===== config.mk =====
export PLATFORM = sky130hd
export DESIGN_NAME = med_schedule_engine_flat
export DESIGN_NICKNAME = d
export VERILOG_FILES = /design/src/rtl/med_pkg.sv /design/src/rtl/med_schedule_engine_if.sv /design/src/rtl/med_log_fifo.sv /design/src/rtl/med_schedule_engine.sv /design/src/flat_wrapper.sv
export SDC_FILE = /design/constraint.sdc
export NUM_CORES = 1
export LEC_CHECK = 0
export CORE_MARGIN = 8
export CORE_UTILIZATION = 61
export DETAILED_ROUTE_END_ITERATION = 16
export PLACE_DENSITY_LB_ADDON = 0.12
export SLEW_MARGIN = 20
export SYNTH_ARGS = -nofsm -noshare
export SYNTH_HDL_FRONTEND = slang
export SYNTH_SLANG_ARGS = --single-unit
export TNS_END_PERCENT = 1

===== constraint.sdc =====
create_clock -name clk -period 3.5 [get_ports clk]
set_input_delay 1.05 -clock clk [delete_from_list [all_inputs] [get_ports clk]]
set_output_delay 1.05 -clock clk [all_outputs]
set_load 0.01 [all_outputs]

===== src/rtl/med_pkg.sv =====
// Shared types for the medication scheduler: FSM states, log entry layout
// and slot-index width helper.
package med_pkg;

  typedef enum logic {
    IDLE  = 1'b0,
    ALERT = 1'b1
  } state_e;

  function automatic int slot_w(input int n);
    return (n > 1) ? $clog2(n) : 1;
  endfunction

  localparam int DEF_NUM_SLOTS = 8;
  localparam int DEF_TIME_W    = 8;
  localparam int DEF_SLOT_W    = slot_w(DEF_NUM_SLOTS);

  // log_data layout for the default geometry
  typedef struct packed {
    logic                  taken;
    logic                  missed;
    logic [DEF_SLOT_W-1:0] slot;
    logic [DEF_TIME_W-1:0] tm;
  } log_entry_t;

endpackage


===== src/rtl/med_schedule_engine_if.sv =====
// Host-side bundle of the scheduler: programming, acknowledge,
// alarm status and log readout.
interface med_schedule_engine_if #(
  parameter int NUM_SLOTS = 8,
  parameter int TIME_W    = 8
);
  import med_pkg::*;

  localparam int SLOT_W = slot_w(NUM_SLOTS);
  localparam int LOG_W  = 2 + SLOT_W + TIME_W;

  logic              ena;
  logic              prog_we;
  logic [SLOT_W-1:0] prog_slot;
  logic [TIME_W-1:0] prog_time;
  logic              prog_en;
  logic              ack;
  logic              alarm;
  logic [SLOT_W-1:0] alarm_slot;
  logic [TIME_W-1:0] time_now;
  logic              log_rd;
  logic              log_valid;
  logic [LOG_W-1:0]  log_data;
  logic              log_ovf;

  modport master (
    output ena, prog_we, prog_slot, prog_time,
    output prog_en, ack, log_rd,
    input  alarm, alarm_slot, time_now,
    input  log_valid, log_data, log_ovf
  );

  modport slave (
    input  ena, prog_we, prog_slot, prog_time,
    input  prog_en, ack, log_rd,
    output alarm, alarm_slot, time_now,
    output log_valid, log_data, log_ovf
  );

endinterface


===== src/rtl/med_log_fifo.sv =====
// First-word fall-through dose log FIFO with sticky overflow flag;
// a push into a full FIFO is kept when a pop happens the same cycle.
module med_log_fifo #(
  parameter int W     = 13,
  parameter int DEPTH = 16
) (
  input  logic         clk,
  input  logic         rst_n,
  input  logic         push_i,
  input  logic [W-1:0] data_i,
  input  logic         pop_i,
  output logic         valid_o,
  output logic [W-1:0] data_o,
  output logic         ovf_o
);

  localparam int AW = (DEPTH > 1) ? $clog2(DEPTH) : 1;

  logic [W-1:0] mem_q [DEPTH];
  logic [AW:0]  wr_q, wr_d;
  logic [AW:0]  rd_q, rd_d;
  logic         ovf_q, ovf_d;
  logic         empty, full;
  logic         push_ok, pop_ok;

  assign empty = (wr_q == rd_q);
  assign full  = (wr_q[AW] != rd_q[AW]) &&
                 (wr_q[AW-1:0] == rd_q[AW-1:0]);

  assign pop_ok  = pop_i && !empty;
  assign push_ok = push_i && (!full || pop_ok);

  always_comb begin
    wr_d  = wr_q;
    rd_d  = rd_q;
    ovf_d = ovf_q;
    if (push_ok) wr_d = wr_q + 1'b1;
    if (pop_ok)  rd_d = rd_q + 1'b1;
    if (push_i && !push_ok) ovf_d = 1'b1;
  end

  always_ff @(posedge clk or negedge rst_n) begin
    if (!rst_n) begin
      wr_q  <= '0;
      rd_q  <= '0;
      ovf_q <= 1'b0;
    end else begin
      wr_q  <= wr_d;
      rd_q  <= rd_d;
      ovf_q <= ovf_d;
    end
  end

  always_ff @(posedge clk) begin
    if (push_ok) mem_q[wr_q[AW-1:0]] <= data_i;
  end

  assign valid_o = !empty;
  assign data_o  = empty ? '0 : mem_q[rd_q[AW-1:0]];
  assign ovf_o   = ovf_q;

endmodule


===== src/rtl/med_schedule_engine.sv =====
// Multi-slot medication scheduler: prescaled time base, due detection,
// alarm/ack FSM and dose log. MED_MISS_TIMEOUT_EN adds missed-dose logging.
module med_schedule_engine
  import med_pkg::*;
#(
  parameter int NUM_SLOTS  = 8,
  parameter int TIME_W     = 8,
  parameter int PRESCALE   = 1000,
  parameter int LOG_DEPTH  = 16,
  parameter int MISS_TICKS = 4
) (
  input logic                 clk,
  input logic                 rst_n,
  med_schedule_engine_if.slave bus
);

  localparam int SLOT_W = slot_w(NUM_SLOTS);
  localparam int LOG_W  = 2 + SLOT_W + TIME_W;
  localparam int PRE_W  = (PRESCALE > 1) ? $clog2(PRESCALE) : 1;
  localparam int MC_W   = $clog2(MISS_TICKS + 1);

  localparam logic [PRE_W-1:0] PRE_MAX  = PRE_W'(PRESCALE - 1);
  localparam logic [MC_W-1:0]  MISS_MAX = MC_W'(MISS_TICKS - 1);

`ifdef MED_MISS_TIMEOUT_EN
  localparam bit MISS_EN = 1'b1;
`else
  localparam bit MISS_EN = 1'b0;
`endif

  logic [PRE_W-1:0]     pre_q, pre_d;
  logic [TIME_W-1:0]    time_q, time_d;
  logic [TIME_W-1:0]    time_nxt;
  logic [TIME_W-1:0]    stime_q [NUM_SLOTS];
  logic [NUM_SLOTS-1:0] en_q;
  logic [NUM_SLOTS-1:0] pend_q, pend_d;
  logic [NUM_SLOTS-1:0] due, prog_clr, done_clr, avail;
  logic [SLOT_W-1:0]    first;
  logic [MC_W-1:0]      miss_q, miss_d;

  state_e               state_q, state_d;
  logic [SLOT_W-1:0]    slot_q, slot_d;
  logic                 alarm_q, alarm_d;

  logic                 tick, prog_hit, take, miss;
  logic                 push;
  logic [LOG_W-1:0]     push_data;

  assign tick     = bus.ena && (pre_q == PRE_MAX);
  assign time_nxt = time_q + 1'b1;

  always_comb begin
    pre_d  = pre_q;
    time_d = time_q;
    if (bus.ena) begin
      pre_d = tick ? '0 : pre_q + 1'b1;
    end
    if (tick) time_d = time_nxt;
  end

  always_comb begin
    due = '0;
    for (int i = 0; i < NUM_SLOTS; i++) begin
      due[i] = tick && en_q[i] && (stime_q[i] == time_nxt);
    end
  end

  always_comb begin
    prog_clr = '0;
    if (bus.prog_we) prog_clr[bus.prog_slot] = 1'b1;
  end

  assign prog_hit = bus.prog_we && (state_q == ALERT) &&
                    (bus.prog_slot == slot_q);
  assign take     = (state_q == ALERT) && bus.ack && !prog_hit;
  assign miss     = MISS_EN && (state_q == ALERT) && tick &&
                    (miss_q == MISS_MAX) && !bus.ack && !prog_hit;

  always_comb begin
    done_clr = '0;
    if (take || miss) done_clr[slot_q] = 1'b1;
  end

  // a slot being reprogrammed this cycle must not be picked up
  assign avail  = pend_q & ~prog_clr;
  assign pend_d = (pend_q | due) & ~prog_clr & ~done_clr;

  always_comb begin
    first = '0;
    for (int i = NUM_SLOTS - 1; i >= 0; i--) begin
      if (avail[i]) first = SLOT_W'(i);
    end
  end

  always_comb begin
    miss_d = '0;
    if (state_q == ALERT) begin
      miss_d = tick ? miss_q + 1'b1 : miss_q;
    end
  end

  always_ff @(posedge clk or negedge rst_n) begin
    if (!rst_n) begin
      pre_q  <= '0;
      time_q <= '0;
      pend_q <= '0;
      miss_q <= '0;
    end else begin
      pre_q  <= pre_d;
      time_q <= time_d;
      pend_q <= pend_d;
      miss_q <= miss_d;
    end
  end

  always_ff @(posedge clk or negedge rst_n) begin
    if (!rst_n) begin
      for (int i = 0; i < NUM_SLOTS; i++) stime_q[i] <= '0;
      en_q <= '0;
    end else if (bus.prog_we) begin
      stime_q[bus.prog_slot] <= bus.prog_time;
      en_q[bus.prog_slot]    <= bus.prog_en;
    end
  end

  always_ff @(posedge clk or negedge rst_n) begin
    if (!rst_n) begin
      state_q <= IDLE;
      slot_q  <= '0;
      alarm_q <= 1'b0;
    end else begin
      state_q <= state_d;
      slot_q  <= slot_d;
      alarm_q <= alarm_d;
    end
  end

  always_comb begin
    state_d = state_q;
    slot_d  = slot_q;
    unique case (state_q)
      IDLE: begin
        if (|avail) begin
          state_d = ALERT;
          slot_d  = first;
        end
      end
      ALERT: begin
        if (prog_hit || take || miss) state_d = IDLE;
      end
      default: state_d = IDLE;
    endcase
  end

  // alarm rises one cycle after ALERT is entered and falls on exit
  always_comb begin
    alarm_d   = (state_q == ALERT) && (state_d == ALERT);
    push      = take || miss;
    push_data = {take, miss, slot_q, time_q};
  end

  med_log_fifo #(
    .W     (LOG_W),
    .DEPTH (LOG_DEPTH)
  ) u_log (
    .clk     (clk),
    .rst_n   (rst_n),
    .push_i  (push),
    .data_i  (push_data),
    .pop_i   (bus.log_rd),
    .valid_o (bus.log_valid),
    .data_o  (bus.log_data),
    .ovf_o   (bus.log_ovf)
  );

  assign bus.alarm      = alarm_q;
  assign bus.alarm_slot = slot_q;
  assign bus.time_now   = time_q;

endmodule

===== src/flat_wrapper.sv =====
// flat-port wrapper written by rule: the top's interface ports become plain ports
module med_schedule_engine_flat import med_pkg::*;
#(
  parameter int NUM_SLOTS  = 8,
  parameter int TIME_W     = 8,
  parameter int PRESCALE   = 1000,
  parameter int LOG_DEPTH  = 16,
  parameter int MISS_TICKS = 4
)
  (clk, rst_n, bus_ena, bus_prog_we, bus_prog_slot, bus_prog_time, bus_prog_en, bus_ack, bus_log_rd, bus_alarm, bus_alarm_slot, bus_time_now, bus_log_valid, bus_log_data, bus_log_ovf);
  med_schedule_engine_if #(.NUM_SLOTS(NUM_SLOTS), .TIME_W(TIME_W)) bus_i ();
  input logic clk;
  input logic rst_n;
  input wire logic [$bits(bus_i.ena)-1:0] bus_ena;
  input wire logic [$bits(bus_i.prog_we)-1:0] bus_prog_we;
  input wire logic [$bits(bus_i.prog_slot)-1:0] bus_prog_slot;
  input wire logic [$bits(bus_i.prog_time)-1:0] bus_prog_time;
  input wire logic [$bits(bus_i.prog_en)-1:0] bus_prog_en;
  input wire logic [$bits(bus_i.ack)-1:0] bus_ack;
  input wire logic [$bits(bus_i.log_rd)-1:0] bus_log_rd;
  output wire logic [$bits(bus_i.alarm)-1:0] bus_alarm;
  output wire logic [$bits(bus_i.alarm_slot)-1:0] bus_alarm_slot;
  output wire logic [$bits(bus_i.time_now)-1:0] bus_time_now;
  output wire logic [$bits(bus_i.log_valid)-1:0] bus_log_valid;
  output wire logic [$bits(bus_i.log_data)-1:0] bus_log_data;
  output wire logic [$bits(bus_i.log_ovf)-1:0] bus_log_ovf;
  assign bus_i.ena = bus_ena;
  assign bus_i.prog_we = bus_prog_we;
  assign bus_i.prog_slot = bus_prog_slot;
  assign bus_i.prog_time = bus_prog_time;
  assign bus_i.prog_en = bus_prog_en;
  assign bus_i.ack = bus_ack;
  assign bus_i.log_rd = bus_log_rd;
  assign bus_alarm = bus_i.alarm;
  assign bus_alarm_slot = bus_i.alarm_slot;
  assign bus_time_now = bus_i.time_now;
  assign bus_log_valid = bus_i.log_valid;
  assign bus_log_data = bus_i.log_data;
  assign bus_log_ovf = bus_i.log_ovf;
  med_schedule_engine #(.NUM_SLOTS(NUM_SLOTS), .TIME_W(TIME_W), .PRESCALE(PRESCALE), .LOG_DEPTH(LOG_DEPTH), .MISS_TICKS(MISS_TICKS)) u_core (.clk(clk), .rst_n(rst_n), .bus(bus_i));
endmodule

---- After elaboration in Yosys (flattened, before gate mapping) ----
Memories as Yosys holds them, arrays and structs flattened.
Cells that the tools add are included.
word-level totals
  register bits ........................... 114
  bits in writable memories ............... 192
  bits of input ports ..................... 18
  output and inout bits ................... 27
  logic and storage cells ................. 112
  memories ................................ 1
memories
  name                depth  bits a word  rd ports  clocked after memory_dff  write ports  RTL line            source
  u_core.u_log.mem_q  16     12           1         0                         1            med_log_fifo.sv:19  logic [W-1:0] mem_q [DEPTH];
operators by class
  $add $sub $neg .......................... 4
  magnitude comparators ................... 6
  equal/unequal tests ..................... 13
  mux-type cells .......................... 25
  bitwise operators ....................... 8
  reductions and logical operators ........ 37
operators by type and width
  cell                     number
  $bwmux W64               1
  $eq A8 B8 Y1             8
  $logic_and A1 B1 Y1      29
  $and A8 B8 Y8            3
  $demux W8 S3             1
  $mux W3                  8
  $mux W8                  3
  $not A8 Y8               2
  $mux W13                 1
  $add A10 B1 Y10 const B  1
  $add A5 B1 Y5 const B    2
  $eq A10 B10 Y1 const B   1
  $mux W10                 1
  $add A8 B1 Y8 const B    1
  $bwmux W8                1
  $lt A3 B4 Y1 const B     2
  $or A8 B8 Y8             1
  $reduce_or A8 Y1         1
  $demux W1 S3             2
  $ge A3 B1 Y1 const B     2
  $mux W1                  6
  $eq A5 B5 Y1             1
  $eq A4 B4 Y1             1
  $ge A4 B4 Y1 const B     1
  other kinds (9)          13

---- Longest topological paths before layout ----
  word-level depth ........................ 15
  gate-level depth with buffers ........... 8
  gate-level depth less buffers ........... 6

---- Hierarchy ----
Synthesis repeated with hierarchy kept, for this count alone.
unflattened totals
  cell total of the unflattened synthesis .. 956
  area, all modules ....................... 14207.4 sq um
by module, submodules not included
  module               times used  cells each  area each (sq um)  sequential area each (sq um)
  med_log_fifo         1           393         8589.5             6521.3
  med_schedule_engine  1           563         5617.9             2577.5

---- Worst setup path after synthesis ----
No wires, ideal clock.
  kind .................................... in2reg
  from .................................... in bus_prog_we
  to ...................................... mem u_core.u_log.mem_q[0][0] in the netlist's numbering, enable pin
  library setup time ...................... 0.396 ns
  arrival ................................. 3.068 ns
  data required time ...................... 3.104 ns
  slack ................................... 0.035 ns
  stages on the path ...................... 7
  buffers on the path ..................... 3
  cell sequence ........................... clkbuf_1 a41oi_1 o311a_1 buf_2 buf_2 nand2_1 nor3_1
on the way
  word-level cells in the longest chain between the ends .. 7
RTL lines
  what                               RTL line                   source
  from (decl)                        flat_wrapper.sv:15         input wire logic [$bits(bus_i.prog_we)-1:0] bus_prog_we;
  $logic_and A1 B1 Y1 (2 in series)  med_schedule_engine.sv:73  assign prog_hit = bus.prog_we && (state_q == ALERT) &&
  $logic_not A1 Y1                   med_schedule_engine.sv:75  assign take = (state_q == ALERT) && bus.ack && !prog_hit;
  $logic_and A1 B1 Y1                med_schedule_engine.sv:75
  $logic_and A1 B1 Y1                med_log_fifo.sv:31         assign push_ok = push_i && (!full || pop_ok);
  $mux W1                            med_log_fifo.sv:55         if (push_ok) mem_q[wr_q[AW-1:0]] <= data_i;
  $mux W1 (not written as such)      med_log_fifo.sv:55
  to (decl)                          med_log_fifo.sv:19
No other way between the ends.

---- Worst setup path in the final report ----
  from .................................... reg u_core.u_log.rd_q[0]
  to ...................................... out bus_log_data[9]
on the way
  word-level cells in the longest chain between the ends .. 2
  elaborated cells on any way between the ends .. 3
  those cells by class .................... eq/ne (1); mux (1); memory (1)
RTL lines
  what                                             RTL line            source
  from (decl)                                      med_log_fifo.sv:21  logic [AW:0] rd_q, rd_d;
  from (signal assigned)                           med_log_fifo.sv:49  rd_q <= rd_d;
  $mem_v2 Z16 W12 or $eq A5 B5 Y1 (tied branches)  --
  $mux W13 *                                       med_log_fifo.sv:59  assign data_o = empty ? '0 : mem_q[rd_q[AW-1:0]];
  to (decl)                                        flat_wrapper.sv:25  output wire logic [$bits(bus_i.log_data)-1:0] bus_log_data;
Every way passes the cells marked *; elsewhere a longest branch is shown, timed or not.

==> results.cfg <==
[sta]
timing.final.hold_violations = 0
fmaxAchievable_mhz = 270.6
slew_violations = 0
final.setup.worst_slack_ns = -0.1959
relSlewSlack_pct = 51.83
rsz0062_at_grt = true
setup_viol = 13
tightest_slew_ns = 0.7206
finClkSkew_ns = 0.01224
fin_crit_sh_pct = 105.6
fin_hold_ws_ns = 0.4336
min_period_ns = 3.696

[clock_tree]
cts_hold_buf = 0
cts_max_path_buffers = 3
cts-htree-levels = 1
clkLatencyLatePin_ns = 0.55
root_buffer = clkbuf_16
path_clk_slew_ns = 0.06
cts_sinks = 306
numCtsBuffers = 31
tritoncts = yes

[placed_design]
io_buffers = 43
globalplace.congestion = 0.8466
placed_cell_area_um2 = 15030
hpwl_mm = 20.21

[final_layout]
num-fill-cells = 1374
n_antenna_cell = 0
fin_nets = 995
drive_gt1_share_pct = 30.01
design_area_um2 = 16220
syn_to_final_growth_pct = 17.31

[synth]
synth_area_um2 = 13820
synthArstFlopShare_pct = 37.25
synth_common_cells = edfxtp_1 (192), dfrtp_1 (114), mux2_2 (65)
syn_inst = 872
ys_seq_elements = 306
synth_top_area_share_pct = 41.71
synth_nets = 897
synth_most_common_cell = edfxtp_1
synth_area_leaders = edfxtp_1 (42%), dfrtp_1 (21%), mux4_2 (9.8%)
avgSynthCellArea_um2 = 15.85
yosys_warnings = 0
synth_edf_count = 192
postSynth.topFlopCell = edfxtp_1
synth-seq-area-share_pct = 62.34
synth.distinct_cells = 61
synthDominantAreaCellType = edfxtp_1

[setup_path]
arrival_ns = 2.65
worstRegToRegCells = 5
cp_top_family = multiplexers
cp_slowest_stage_delay_ns = 0.53
crit_chain = buf_6, buf_12, buf_4, mux4_2, mux4_2, and2_4, buf_6
worst-path-buf-inv = 4
rr_endpoint = u_core.pend_q[0]
critPathRequiredTime_ns = 2.45
start_kind = flip-flop
path_max_fanout = 6
end_kind = output port
crit_type = reg -> out
r2r_start = u_core.bus.time_now[3]
r2r_slack_ns = 0.61
slowest_stage = dfrtp_4

[die]
initial_core_util_pct = 61.62
ios = 45
num_rows = 55
die_x_um = 166.5
die_h_um = 166.5
die_area_um2 = 27740
core_area_um2 = 22430

[drt]
viasPerCell = 6.336
first_pass_iters = 7
wl_mm = 32.23
antenna_left = 0
wl_per_cell_um = 25.22
drc = 0
vias = 8097
drt_iter0_markers = 659

[power_and_ir_drop]
power_density_nw_per_um2 = 624.1
power.static_leakage_nw = 6.005
ir_worst_vdd_mv = 0.4149

[global_routing]
grt_max_degree = 64
grt_util_all_layers_pct = 23.29
grt_pass1_vias = 8594
grt_pass1_wl_mm = 50.05
grt-ovfl-total = 0
grt_antenna_before_repair = 0

[flow_run]
max-cap-violations = 0

[run_status]
run_status = finished with violations
violations = setup timing

[worst_hold_path]
min_path_type = in -> async
==> kinds of logic after synthesis <==
kind of cell,count (synthesis),share of synthesized area [%]
flip-flops,306,62.34
AND/OR/NAND/NOR,190,7.467
multiplexers,135,15.79
XOR/XNOR,85,6.815
AO/OA/AOI/OAI,84,4.987
buffers and inverters,64,1.937
adder cells (fa/ha/maj),7,0.6335
other,1,0.02713
==> layout by cell type, fill, tap and decap left out, types with 15 or more instances in the layout <==
master | Yosys | routed
mux2_2 | 65 | 65
clkbuf_16 | 0 | 31
buf_12 | 0 | 15
mux4_2 | 60 | 60
nand2_1 | 57 | 57
nor3_1 | 22 | 18
buf_4 | 1 | 50
xor2_1 | 15 | 15
buf_6 | 1 | 15
xnor2_1 | 56 | 56
edfxtp_1 | 192 | 192
nor2_1 | 17 | 17
clkdlybuf4s50_1 | 0 | 30
dfrtp_1 | 114 | 112
==> flip-flops by register name, indices dropped and copies added, names as in the netlist, 3 cells and up <==
name	cells
u_core.en_q	8
u_core.u_log.rd_q	5
u_core.u_log.mem_q	192
u_core.bus.alarm_slot	3
u_core.stime_q	64
u_core.u_log.wr_q	5
u_core.bus.time_now	8
u_core.pend_q	8
u_core.pre_q	10
==> layout make-up <==
class | instances | area (um2) | share of cell area [%]
multi-input combinational | 502 | 4984 | 30.73
tap | 285 | 356.6 | 2.199
sequential | 306 | 8623 | 53.17
clock buffer | 37 | 798.3 | 4.922
timing repair buffer | 117 | 1245 | 7.676
clock inverter | 19 | 166.4 | 1.026
inverter | 12 | 45.04 | 0.2777
==> per-stage QoR <==
step | setup TNS (ns) | setup WS [ns] | power (W) | std cells | util, %
final | -1.517 | -0.1959 | 0.01012 | 1278 | 72.29
after global routing | -2.285 | -0.2399 | 0.01051 | 1278 | 72.29
after CTS | -1.841 | -0.2175 | 0.01001 | 1275 | 71.90
after detailed placement | 0 | 0.04037 | 0.006651 | 1210 | 66.98
after global placement | 0 | 0.06095 | 0.006565 | 1210 | 66.98
after floorplan | 0 | 0.03519 | 0.005869 | 872 | -
==> how the worst max path moves through the flow <==
| stage | slack [ns] | endpoint | from | cells past startpoint |
|---|---|---|---|---|
| finish | -0.20 | bus_log_data[9] | u_core.u_log.rd_q[0] | 7 |
| global route | -0.24 | bus_log_data[8] | u_core.u_log.rd_q[0] | 7 |
| CTS | -0.22 | bus_log_data[8] | u_core.u_log.rd_q[0] | 7 |
| detailed placement | 0.04 | bus_log_data[8] | u_core.u_log.rd_q[0] | 5 |
| global placement | 0.06 | bus_log_data[9] | u_core.u_log.rd_q[0] | 5 |
| floorplan | 0.04 | u_core.u_log.mem_q[0][0] | bus_prog_we | 7 |
==> repair_timing <==
action | in CTS | in global routing
gates resized for setup | 63 | 15
endpoints found under the setup margin | 13 | 13
cloned | 2 | 0
setup buffers | 7 | 3
pin swaps | 9 | 2
==> power by group <==
part | internal (W) | switching, W | total (W)
clock | 0.00183 | 0.00135 | 0.00318
sequential | 0.00408 | 0.000272 | 0.00435
combinational | 0.00152 | 0.00107 | 0.00259
total | 0.00743 | 0.00269 | 0.0101
==> routing by layer <==
layer,track usage (%),vias up,part of all wire [%]
li1,-,3540,-
met1,28.89,4166,39
met2,41.55,307,52
met3,2.813,84,4.9
met4,8.500,0,3.7
met5,0,-,0
No activity file was read; power rests on OpenSTA's default activity.
